**src/rtl/binary_counter_if.sv**
```systemverilog
// Count-port bundle for binary_counter: direction select in, registered count out.
interface binary_counter_if #(
  parameter int WIDTH = 4
);
  logic             down;
  logic [WIDTH-1:0] q_out;

  modport master (output down, input  q_out);
  modport slave  (input  down, output q_out);
endinterface

```
**src/rtl/binary_counter.sv**
```systemverilog
// Free-running WIDTH-bit up/down counter; steps every clk edge, wraps modulo 2^WIDTH.
module binary_counter #(
  parameter int WIDTH = 4
) (
  input  logic            clk,
  input  logic            n_rst,
  binary_counter_if.slave bus
);
  localparam logic [WIDTH-1:0] ONE = WIDTH'(1);

  logic [WIDTH-1:0] count_q;

  // Natural unsigned overflow of the WIDTH-bit register provides the wrap.
  always_ff @(posedge clk or negedge n_rst) begin
    if (!n_rst)
      count_q <= '0;
    else if (bus.down)
      count_q <= count_q - ONE;
    else
      count_q <= count_q + ONE;
  end

  assign bus.q_out = count_q;
endmodule

```
**src/flat_wrapper.sv**
```systemverilog
// flat-port wrapper written by rule: the top's interface ports become plain ports
module binary_counter_flat 
#(
  parameter int WIDTH = 4
)
  (clk, n_rst, bus_down, bus_q_out);
  binary_counter_if #(.WIDTH(WIDTH)) bus_i ();
  input  logic clk;
  input  logic n_rst;
  input wire logic [$bits(bus_i.down)-1:0] bus_down;
  output wire logic [$bits(bus_i.q_out)-1:0] bus_q_out;
  assign bus_i.down = bus_down;
  assign bus_q_out = bus_i.q_out;
  binary_counter #(.WIDTH(WIDTH)) u_core (.clk(clk), .n_rst(n_rst), .bus(bus_i));
endmodule
```
**config.mk**
```make
export PLATFORM = sky130hd
export DESIGN_NAME = binary_counter_flat
export DESIGN_NICKNAME = d
export VERILOG_FILES = /design/src/rtl/binary_counter_if.sv /design/src/rtl/binary_counter.sv /design/src/flat_wrapper.sv
export SDC_FILE = /design/constraint.sdc
export NUM_CORES = 1
export LEC_CHECK = 0
export CORE_AREA = 4 4 41 43
export DETAILED_ROUTE_END_ITERATION = 6
export DIE_AREA = 0 0 45 47
export HOLD_SLACK_MARGIN = 0.06
export PLACE_DENSITY = 0.33
export SLEW_MARGIN = 15
export SYNTH_ARGS = -nofsm -noshare
export SYNTH_HDL_FRONTEND = slang
export SYNTH_SLANG_ARGS = --single-unit
```
**constraint.sdc**
```tcl
create_clock -name clk -period 1.7 [get_ports clk]
set_clock_uncertainty 0.05 [all_clocks]
set_input_delay 0.255 -clock clk [delete_from_list [all_inputs] [get_ports clk]]
set_output_delay 0.255 -clock clk [all_outputs]
set_load 0.05 [all_outputs]
```
==> metrics list, run 1 <==
- Run status: complete, no violations
- Number of antenna cells inserted: 0
* Ratio of routed vias to standard cells: 3.171
* Clock-pin slew of the registers on the worst-case setup and hold paths: 0.04 ns
- Final setup violation count: 0
* Final clock period utilization by the worst path: 80.43%
- Once layout is complete, the utilization of the core stands at 23.17%.
* Number of flip-flops in the largest register: 4
- Global routing consumed, on the met1 layer, 4.138% of the routing resources.
* Post-cts repair resize count: 0
* Footprint of the multi-input gates: 87.58 um^2
- Die extent in x: 45 um
- Internal power component: 0.3455 mW
* Post-route non-filler standard cell count: 41
- The worst setup path is of the in2reg kind.
- Routed wirelength normalized by instance count: 8.512 um
- I/O pin count: 7
* Number of distinct library cell variants in the gate-level netlist after synthesis: 8
* Share of the synthesized area in the top cell type: 49.38%
* Critical Path Source Type: primary input
- Clock insertion delay at the later pin of the skew report: 0.23 ns
* Measured slew at the worst slew-check pin: 0.1813 ns
- Global routing usage on met2: 5.932%
- Largest cells by area after synthesis: dfrtp_1 49%, ha_1 12%, fa_1 9.9%, xnor2_1 8.6%, inv_1 7.4%
- CTS built an H-tree with a depth of 1.
* Wire length of the first global-routing pass: 600 um
* Required time of the critical path: 1.80 ns
- Class of the tightest hold or removal check: in2async
- Of the total power, the clock network draws 18.4%.
- Share of total power in sequential cells: 25.7%
- Via count: 130
- The count of final max-slew check failures came to 0.
- In this run the power density over the cells is 2063 nW/um^2.
- Initial standard-cell utilization of the core: 15.58%
- The commonest cells after synthesis are 4 x dfrtp_1, 4 x inv_1, 2 x ha_1, 2 x xnor2_1.
- Along the worst path, the maximum fanout reaches 3.
- Placed cell count: 38
* Endpoint arrival time on the critical path: 1.46 ns
* Port bufs: 6
- Clock period minus worst slack: 1.367 ns
* Post-DP HPWL: 296.7 um
- Total number of placement rows: 13
- Number of buffers inserted to repair setup after CTS: 0
- Combinational power share: 56.0%
- Post-synthesis area per instance: 12.67 um^2
- The final layout contains routed wiring with a total length of 349 um.
* Combined area of all synthesized cells: 202.7 um^2
- After synthesis the netlist holds a flip-flop and latch count of 4.
* Leakage power summed over all cells: 0.1556 nW
* Maximum number of pins on one net before global-route repair: 5
- Global routing used 4.600% of the available tracks across all layers.
* Clock tree root driver cell: clkbuf_4
- Router iterations before antenna repair: 1
- Relative max-transition margin: 87.87%
* Synthesized Nets: 22
* Net count reported at finish: 34
- Antenna Violating Nets Remaining: 0
- Area of the die: 2115 um^2
- Yosys mapped a number of flops with a built-in enable equal to 0.
- Synthesis handed over a netlist of 16 instances.
- Synth Flop Type: dfrtp_1
- Fraction of the yosys area taken by sequential cells: 49.38%
* Most heavily used metal layer in global routing: met4
* Peak supply drop: 0.4863 mV
- At the end of routability-driven placement, the weighted congestion stood at 0.6090.
- Final Hold Fails: 0
* Max-cap viol count: 0
- TritonCTS built the clock tree.
- Share of synthesized registers carrying an async set or reset: 100.0%
* Detailed-route DRC error count: 0
* GRT overflow: 0
- Hold repair after CTS inserted 0 buffers.
- Maximum buffer depth of the clock tree: 2
- In this run the power spent charging and discharging nets is 0.2767 mW.
* Unrepaired setup endpoints after global routing: no
* Global Route met3 Usage: 2.682%
- Total area of sequential cells: 100.1 um^2
- STA classifies the critical path endpoint as a flip-flop.
- Post-Route Setup TNS: 0 ns
* Number of buffers created by CTS: 3
- The via count of the first global-routing pass is 156.
- The tree built by TritonCTS fans out to 4 sinks.
* Starting DRC count in detailed routing: 0
* Proportion of layout cells with a drive suffix above 1: 34.62%
- Highest achievable clock rate: 731.4 MHz
- Share of total power consumed by net switching: 44.48%
* Warnings, synthesis: 0
* Fill cell count: 152
- Area of the core: 1301 um^2
- The largest total area in the synthesized netlist belongs to dfrtp_1.
- Die height: 47 um
- Area growth from synthesis to layout: 48.77%
- The initial antenna violation count was 0.
## worst max-delay path: stages
cell and delay (ns):
clkdlybuf4s50_1 0.50, ha_1 0.24, a21o_1 0.19, a21oi_2 0.14
xnor2_1 0.13
## layer usage
layer | up-vias | part of all wire (%)
met5 | - | 0
met4 | 0 | 0
met3 | 0 | 4.9
met2 | 2 | 59
met1 | 60 | 35
li1 | 68 | -
## through the flow
stage | power, mW | hold WS (ns) | instance area, um^2 | setup WS [ns]
6_report | 0.6222 | 0.1760 | 301.5 | 0.3328
5_1_grt | 0.6663 | 0.1820 | 301.5 | 0.2954
4_1_cts | 0.6369 | 0.1722 | 301.5 | 0.3277
3_5_place_dp | 0.5126 | 0.4216 | 279.0 | 0.1030
3_3_place_gp | 0.5162 | 0.4202 | 279.0 | 0.1121
2_1_floorplan | 0.4187 | -0.09059 | 202.7 | 0.1988
## power groups by stage
stage | registers (mW) | logic (mW) | clock network [mW]
final | 0.160 | 0.348 | 0.114
after detailed placement | 0.161 | 0.351 | 0
after floorplan | 0.290 | 0.128 | 0
after global placement | 0.163 | 0.353 | 0
after CTS | 0.160 | 0.355 | 0.122
after global routing | 0.166 | 0.374 | 0.127
## area by class of cell
cell class              instances  area share, %
flip-flops and latches          4          33.20
clock buffers                   3          7.469
multi-input cells               8          29.05
inverters                       4          4.979
repair buffers                  7          19.09
well taps                      15          6.224
## placed cells by master, fill, tap and decap left out
master and n:
inv_1 4, clkdlybuf4s50_1 2, ha_1 2, xnor2_1 2, buf_4 5, a21o_1 1
fa_1 1, a21oi_2 1, clkbuf_4 3, xor2_1 1, dfrtp_1 4
## cell families after synthesis
kind of cell	synth area share [%]
buffers and inverters	7.405
DFF	49.38
xor gates and xnor gates	12.97
AOI/OAI and AO/OA	8.027
adders and majority gates	22.22
## final timing paths
check / cells past startpoint / slack [ns] / end / start
max: 5 / 0.33 / u_core.bus.q_out[3] / bus_down
min: 1 / 0.18 / u_core.bus.q_out[1] / n_rst
max reg2reg: 4 / 0.42 / u_core.bus.q_out[3] / u_core.bus.q_out[1]
min reg2reg: 1 / 0.44 / u_core.bus.q_out[0] / u_core.bus.q_out[0]
max in group asynchronous: 1 / 1.26 / u_core.bus.q_out[3] / n_rst
min in group clk: 1 / 0.44 / u_core.bus.q_out[0] / u_core.bus.q_out[0]
No activity file was read; power rests on OpenSTA's default activity.
==> run 2: changes to the inputs <==
--- a/config.mk
+++ b/config.mk
@@ -9,7 +9,7 @@
 export DETAILED_ROUTE_END_ITERATION = 6
 export DIE_AREA = 0 0 45 47
 export HOLD_SLACK_MARGIN = 0.06
-export PLACE_DENSITY = 0.33
+export PLACE_DENSITY = 0.34
 export SLEW_MARGIN = 15
 export SYNTH_ARGS = -nofsm -noshare
 export SYNTH_HDL_FRONTEND = slang
==> constraint.sdc (replaced) <==
create_clock -name clk -period 1.2 [get_ports clk]
set_clock_uncertainty 0.05 [all_clocks]
set_input_delay 0.18 -clock clk [delete_from_list [all_inputs] [get_ports clk]]
set_output_delay 0.18 -clock clk [all_outputs]
set_load 0.05 [all_outputs]
==> run 2 against run 1 <==
Effect of this change:
- global-route usage increased by 1.2 points
- sequential cell count unchanged
- worst hold slack worse by 0.070 ns
- clock-buffer cell count increased by 1
- clock power up 56%
- final cell count up 9.8%
- die area is the same
- critical path depth fell by 1
- power rose by 84%
- non-clock buffer count increased by 3
- first-iteration DRC count did not move
- routed wire length increased by 20%
- critical path type is now reg2reg
- largest cell class is now buffers
- largest power group unchanged
==> metrics list, run 2 (same netlist as run 1, synthesis figures left out) <==
- Port bufs: 6 (unchanged)
- The required time of the worst setup path was 1.30 ns (was 1.80 ns).
- Crit path kind: reg2reg (was in2reg)
- The number of fillers in the final layout was 154 (was 152).
* Final estimated routing congestion in global placement: 0.6741 (was 0.6090)
- The path depth of the worst reg2reg path came to 4 (unchanged).
- Number of antenna cells inserted: 0 (unchanged)
* Clock-pin slew of the registers on the worst-case setup and hold paths: 0.04 ns (about the same)
- Unrepaired setup endpoints after global routing: yes (was no).
- Total Routing Usage GR: 5.789% (was 4.600%)
- Run status: complete, no violations (unchanged)
* Final Max Slew Viols: 0 (unchanged)
* Area growth from synthesis to layout: 93.83% (was 48.77%)
- Peak supply drop: 1.069 mV (was 0.4863 mV)
- Clock tree root driver cell: clkbuf_4 (unchanged)
- The worst setup slack before clock tree synthesis came to -0.3796 ns (was 0.1030 ns).
- Sinks on Clock Net: 4 (unchanged)
- Power per standard cell area: 2908 nW/um^2 (was 2063 nW/um^2)
- Final setup violation count: 0 (unchanged)
* Antenna violations before repair: 0 (unchanged)
- Final clock period utilization by the worst path: 99.40%
- The max-capacitance violation count came to 0 (unchanged).
* Initial standard-cell utilization of the core: 15.58% (unchanged)
* Final Hold Fails: 0 (unchanged)
- Nature of the critical path endpoint: flip-flop (unchanged)
- I/O pin count: 7 (unchanged)
* Clock insertion delay at the later pin of the skew report: 0.23 ns (about the same)
- The pin count of the biggest net entering global routing came to 5 (unchanged).
* GRT overflow: 0 (unchanged)
- Router iterations before antenna repair: 1 (unchanged)
* Max FO, Critical Path: 3 (unchanged)
- The via count of the first global-routing pass was 206 (was 156).
- H-tree levels: 1 (unchanged)
- The detail-routed net length per standard cell is 9.311 um (was 8.512 um).
- The total power after layout is 1.142 mW (was 0.6222 mW).
- Number of flip-flops in the largest register: 4 (unchanged)
- The number of buffers inserted during clock tree synthesis is 3 (unchanged).
* Endpoint arrival time on the critical path: 1.29 ns (was 1.46 ns)
- The share of final-layout standard cells stronger than drive strength 1 came to 60.00% (was 34.62%).
* Area of the die: 2115 um^2 (unchanged)
- The post-route antenna net violation count was 0 (unchanged).
* Starting DRC count in detailed routing: 0 (unchanged)
- The remaining design rule violation count is 0 (unchanged).
- Net count reported at finish: 37 (was 34)
- Post-CTS Hold Fix Bufs: 0 (unchanged)
* Register-to-Register Setup Slack: 0.007 ns (was 0.42 ns)
* Relative max-transition margin: 85.35% (was 87.87%)
- Clock tree from TritonCTS: yes (unchanged)
- Maximum buffer depth of the clock tree: 2 (unchanged)
- The number of setup buffers added after CTS came to 0 (unchanged).
- The worst path needs 1.193 ns of the cycle, external delays included.
- The final worst slack came to 0.007255 ns (was 0.3328 ns).
- The wire length reported by the detailed router was 419 um (was 349 um).
- Ratio of routed vias to standard cells: 3.578 (was 3.171)
- Area of the core: 1301 um^2 (unchanged)
* Post-DP HPWL: 368 um (was 296.7 um)
- Via count: 161 (was 130)
* Critical register-to-register path startpoint: u_core.bus.q_out[1] (unchanged)
* Critical Path Source Type: flip-flop (was primary input)
- Highest achievable clock rate: 838.4 MHz
- Leakage power summed over all cells: 0.1863 nW (was 0.1556 nW)
- Die extent in x: 45 um (unchanged)
* Most frequent cells in the layout: 4 x buf_12, 4 x buf_4, 3 x clkbuf_4, 3 x dfrtp_2 (was 5 x buf_4, 4 x inv_1, 4 x dfrtp_1, 3 x clkbuf_4)
* Class of the tightest hold or removal check: in2async (unchanged)
* Wire length of the first global-routing pass: 779 um (was 600 um)
- The critical register-to-register path endpoint is u_core.bus.q_out[3] (unchanged).
* Measured slew at the worst slew-check pin: 0.2198 ns (was 0.1813 ns)
- Final instance area: 392.9 um^2 (was 301.5 um^2)
- The instance area after placement was 367.9 um^2 (was 279.0 um^2).
* Die height: 47 um (unchanged)
* Total number of placement rows: 13 (unchanged)
run 2: per-layer routing:
| layer | share of wire [%] | GRT usage [%] | vias to the layer above |
|---|---|---|---|
| met5 | 0 | 0 | - |
| li1 | - | - | 77 |
| met1 | 37 | 5.057 | 78 |
| met3 | 9.8 | 2.682 | 0 |
| met2 | 53 | 9.040 | 6 |
| met4 | 0 | 7.018 | 0 |
run 2: power by group:
part	switching (mW)	internal, mW	leakage (nW)	total [mW]
Clock	0.0537	0.125	0.0150	0.178
Sequential	0.0573	0.199	0.0419	0.256
Combinational	0.342	0.366	0.129	0.708
run 2: layout make-up:
class	instances	area, um^2	area share (%)
Multi-Input combinational cell	8	100.1	25.48
Inverter	4	15.01	3.822
Timing Repair Buffer	10	128.9	32.80
Sequential cell	4	103.9	26.43
Clock buffer	4	26.28	6.688
Tap cell	15	18.77	4.777
run 2: timing repair:
item	CTS	global route
pin swaps	0	1
resized for setup	1	0
setup endpoints to repair	3	2
run 2: worst max-delay path by stage:
| stage | from | slack [ns] | cells past startpoint | endpoint |
|---|---|---|---|---|
| after global placement | bus_down | -0.36 | 5 | u_core.bus.q_out[3] |
| after CTS | u_core.bus.q_out[1] | -0.008 | 4 | u_core.bus.q_out[3] |
| after detailed placement | bus_down | -0.38 | 4 | u_core.bus.q_out[2] |
| after global routing | u_core.bus.q_out[1] | -0.06 | 4 | u_core.bus.q_out[3] |
| after floorplan | u_core.bus.q_out[0] | -0.11 | 3 | u_core.bus.q_out[2] |
| final | u_core.bus.q_out[1] | 0.007 | 4 | u_core.bus.q_out[3] |
run 2: critical path, stage by stage (launching register included):
cell and delay (ns):
dfrtp_2 0.43, ha_4 0.21, a21o_1 0.16, a21oi_2 0.13, xnor2_1 0.13
run 2: stage by stage:
stage	std cells	hold slack, ns	setup TNS (ns)	util [%]
after floorplan	16	-0.1656	-0.3105	-
after global placement	41	0.3485	-1.051	28.27
after detailed placement	41	0.3518	-1.094	28.27
after CTS	45	0.1059	-0.007926	30.19
after global routing	45	0.1159	-0.07316	30.19
final	45	0.1064	0	30.19
==> run 3: changes to the inputs <==
--- a/config.mk
+++ b/config.mk
@@ -6,6 +6,7 @@
 export NUM_CORES = 1
 export LEC_CHECK = 0
 export CORE_AREA = 4 4 41 43
+export CTS_CLUSTER_SIZE = 10
 export DETAILED_ROUTE_END_ITERATION = 6
 export DIE_AREA = 0 0 45 47
 export HOLD_SLACK_MARGIN = 0.06
==> constraint.sdc (replaced) <==
create_clock -name clk -period 1.2 [get_ports clk]
set_clock_uncertainty 0.05 [all_clocks]
set_input_delay 0.18 -clock clk [delete_from_list [all_inputs] [get_ports clk]]
set_output_delay 0.18 -clock clk [all_outputs]
set_load 0.02 [all_outputs]
==> run 3 against run 2 <==
Effect of this change:
- critical path depth is 3 lower
- final cell count is 4.4% lower
- non-clock buffer count is 1 lower
- core utilization is 4.2 points lower
- largest power group unchanged
==> metrics list, run 3 (same netlist as run 1, synthesis figures left out) <==
- Register-to-Register Setup Slack: 0.03 ns (was 0.007 ns)
- Area of the core: 1301 um^2 (unchanged)
* Number of buffers created by CTS: 3 (unchanged)
* Number of global-route vias before repair: 161 (was 206)
* Combined buffer and inverter count along the critical path: 1 (was 0)
- Unrepaired setup endpoints after global routing: yes (unchanged)
* Starting DRC count in detailed routing: 0 (unchanged)
- Crit path kind: reg2out (was reg2reg)
- Proportion of layout cells with a drive suffix above 1: 39.29% (was 60.00%)
- The number of primary I/O pins was 7 (unchanged).
- Number of buffers inserted to repair setup after CTS: 0 (unchanged)
- The cell type of the slowest stage on the worst timing path is dfrtp_2 (unchanged).
* Clock insertion delay at the later pin of the skew report: 0.23 ns (about the same)
- Nature of the critical path endpoint: primary output (was flip-flop)
* Class of the tightest hold or removal check: in2async (unchanged)
* Max-cap viol count: 0 (unchanged)
- The total power after layout is 0.7914 mW (was 1.142 mW).
- Most frequent cells in the layout: 3 x inv_1, 3 x clkbuf_4, 3 x dlygate4sd2_1, 3 x buf_4 (was 4 x buf_12, 4 x buf_4, 3 x clkbuf_4, 3 x dfrtp_2).
* Peak supply drop: 0.6824 mV (was 1.069 mV)
- The number of detailed-routing iterations run before antenna repair was 1 (unchanged).
* CP top delay family: flip-flops (unchanged)
- Highest achievable clock rate: 851.5 MHz (was 838.4 MHz)
- Total Wirelength: 388 um (was 419 um)
- The maximum count of clock buffers along a single path is 2 (unchanged).
- The clock net sink count came to 4 (unchanged).
- Crit path cell chain: clkdlybuf4s15_1 (was ha_4 -> a21o_1 -> a21oi_2 -> xnor2_1)
- The chip width was 45 um (unchanged).
* Critical register-to-register path startpoint: u_core.bus.q_out[1] (unchanged)
- Via count: 146 (was 161)
* End of the worst register-to-register path: u_core.bus.q_out[3] (unchanged)
* Final estimated routing congestion in global placement: 0.6610 (was 0.6741)
* Wire length of the first global-routing pass: 752 um (was 779 um)
- Max FO, Critical Path: 3 (unchanged)
* Final Max Slew Viols: 0 (unchanged)
- Detailed-route DRC error count: 0 (unchanged)
* Final clock period utilization by the worst path: 97.86% (was 99.40%)
* Endpoint arrival time on the critical path: 0.94 ns (was 1.29 ns)
- Area of the die: 2115 um^2 (unchanged)
- Largest stage delay on the critical path: 0.42 ns (was 0.43 ns)
- Ratio of routed vias to standard cells: 3.395 (was 3.578)
- The buffer type at the clock tree root is clkbuf_4 (unchanged).
- The path depth of the worst reg2reg path is 4 (unchanged).
* Required time of the critical path: 0.97 ns (was 1.30 ns)
- Maximum number of pins on one net before global-route repair: 5 (unchanged)
- Antenna violations before repair: 0 (unchanged)
- The post-layout minimum cycle time was 1.174 ns (was 1.193 ns).
* Number of antenna cells inserted: 0 (unchanged)
- The instance area after placement is 319.1 um^2 (was 367.9 um^2).
- Clock-pin slew of the registers on the worst-case setup and hold paths: 0.04 ns (about the same)
- GRT overflow: 0 (unchanged)
* Antenna Violating Nets Remaining: 0 (unchanged)
- The setup-violating endpoint count in the final report was 0 (unchanged).
- Final instance area: 337.8 um^2 (was 392.9 um^2)
- Die height: 47 um (unchanged)
- The final net count is 36 (was 37).
* Measured slew at the worst slew-check pin: 0.2050 ns (was 0.2198 ns)
* Initial standard-cell utilization of the core: 15.58% (unchanged)
* Run status: complete, no violations (unchanged)
* Port bufs: 6 (unchanged)
- The area added between synthesis and finish is 66.67% (was 93.83%).
- The total global-route track usage came to 5.868% (was 5.789%).
* Relative max-transition margin: 86.34% (was 85.35%)
- Clock tree from TritonCTS: yes (unchanged)
- The utilization after layout is 25.96% (was 30.19%).
- Final Hold Fails: 0 (unchanged)
* H-tree levels: 1 (unchanged)
* Post-Route Setup TNS: 0 ns (unchanged)
- The detail-routed net length per standard cell is 9.023 um (was 9.311 um).
- The startpoint class of the critical path was a flip-flop (unchanged).
- The number of logic stages on the critical path including buffering is 1 (was 4).
- The total number of placement rows came to 13 (unchanged).
- Power per standard cell area: 2343 nW/um^2 (was 2908 nW/um^2)
- Number of flip-flops in the largest register: 4 (unchanged)
- Leakage power summed over all cells: 0.1632 nW (was 0.1863 nW)
run 3: cell count changes in the layout (fill, tap and decap cells not counted), sizes merged:
cell / before / now
buf: 8 / 3
clkbuf: 4 / 3
clkdlybuf4s15: 0 / 2
dlygate4sd2: 1 / 3
run 3: repair_timing:
action	CTS	global route
resized for setup	7	0
setup endpoints to repair	7	2
hold buffers	0	0
pin swaps	3	2
run 3: worst max path at each step:
stage	start	endpoint	slack, ns
detailed placement	bus_down	u_core.bus.q_out[3]	-0.38
global placement	bus_down	u_core.bus.q_out[3]	-0.38
global route	u_core.bus.q_out[1]	u_core.bus.q_out[3]	-0.06
floorplan	u_core.bus.q_out[1]	u_core.bus.q_out[3]	-0.003
finish	u_core.bus.q_out[1]	bus_q_out[1]	0.03
CTS	u_core.bus.q_out[1]	u_core.bus.q_out[3]	-0.009
run 3: cell type report:
class / instances / area (um^2)
fillers: 150 / 963.4
flip-flops and latches: 4 / 102.6
multi-input cells: 8 / 100.1
repair buffers: 9 / 78.83
clock buffers: 3 / 22.52
well taps: 15 / 18.77
inverters: 4 / 15.01
run 3: through the flow:
| step | std cells | hold WS (ns) | worst slack [ns] |
|---|---|---|---|
| 3_5_place_dp | 40 | 0.3544 | -0.3773 |
| 3_3_place_gp | 40 | 0.3467 | -0.3806 |
| 5_1_grt | 43 | 0.1134 | -0.06278 |
| 6_report | 43 | 0.1039 | 0.02564 |
| 2_1_floorplan | 16 | -0.1656 | -0.002929 |
| 4_1_cts | 43 | 0.1008 | -0.009126 |
run 3: power breakdown:
| part | total [mW] | leakage (nW) | internal, mW | switching, mW |
|---|---|---|---|---|
| Clock | 0.164 | 0.0138 | 0.112 | 0.0526 |
| Sequential | 0.235 | 0.0429 | 0.196 | 0.0392 |
| Combinational | 0.392 | 0.106 | 0.199 | 0.194 |
run 3: layer usage:
metal	routed length, um	GRT usage (%)	vias up
li1	-	-	74
met1	182	7.126	67
met2	175	6.215	5
met3	31	4.598	0
met4	0	5.263	0
met5	0	0	-
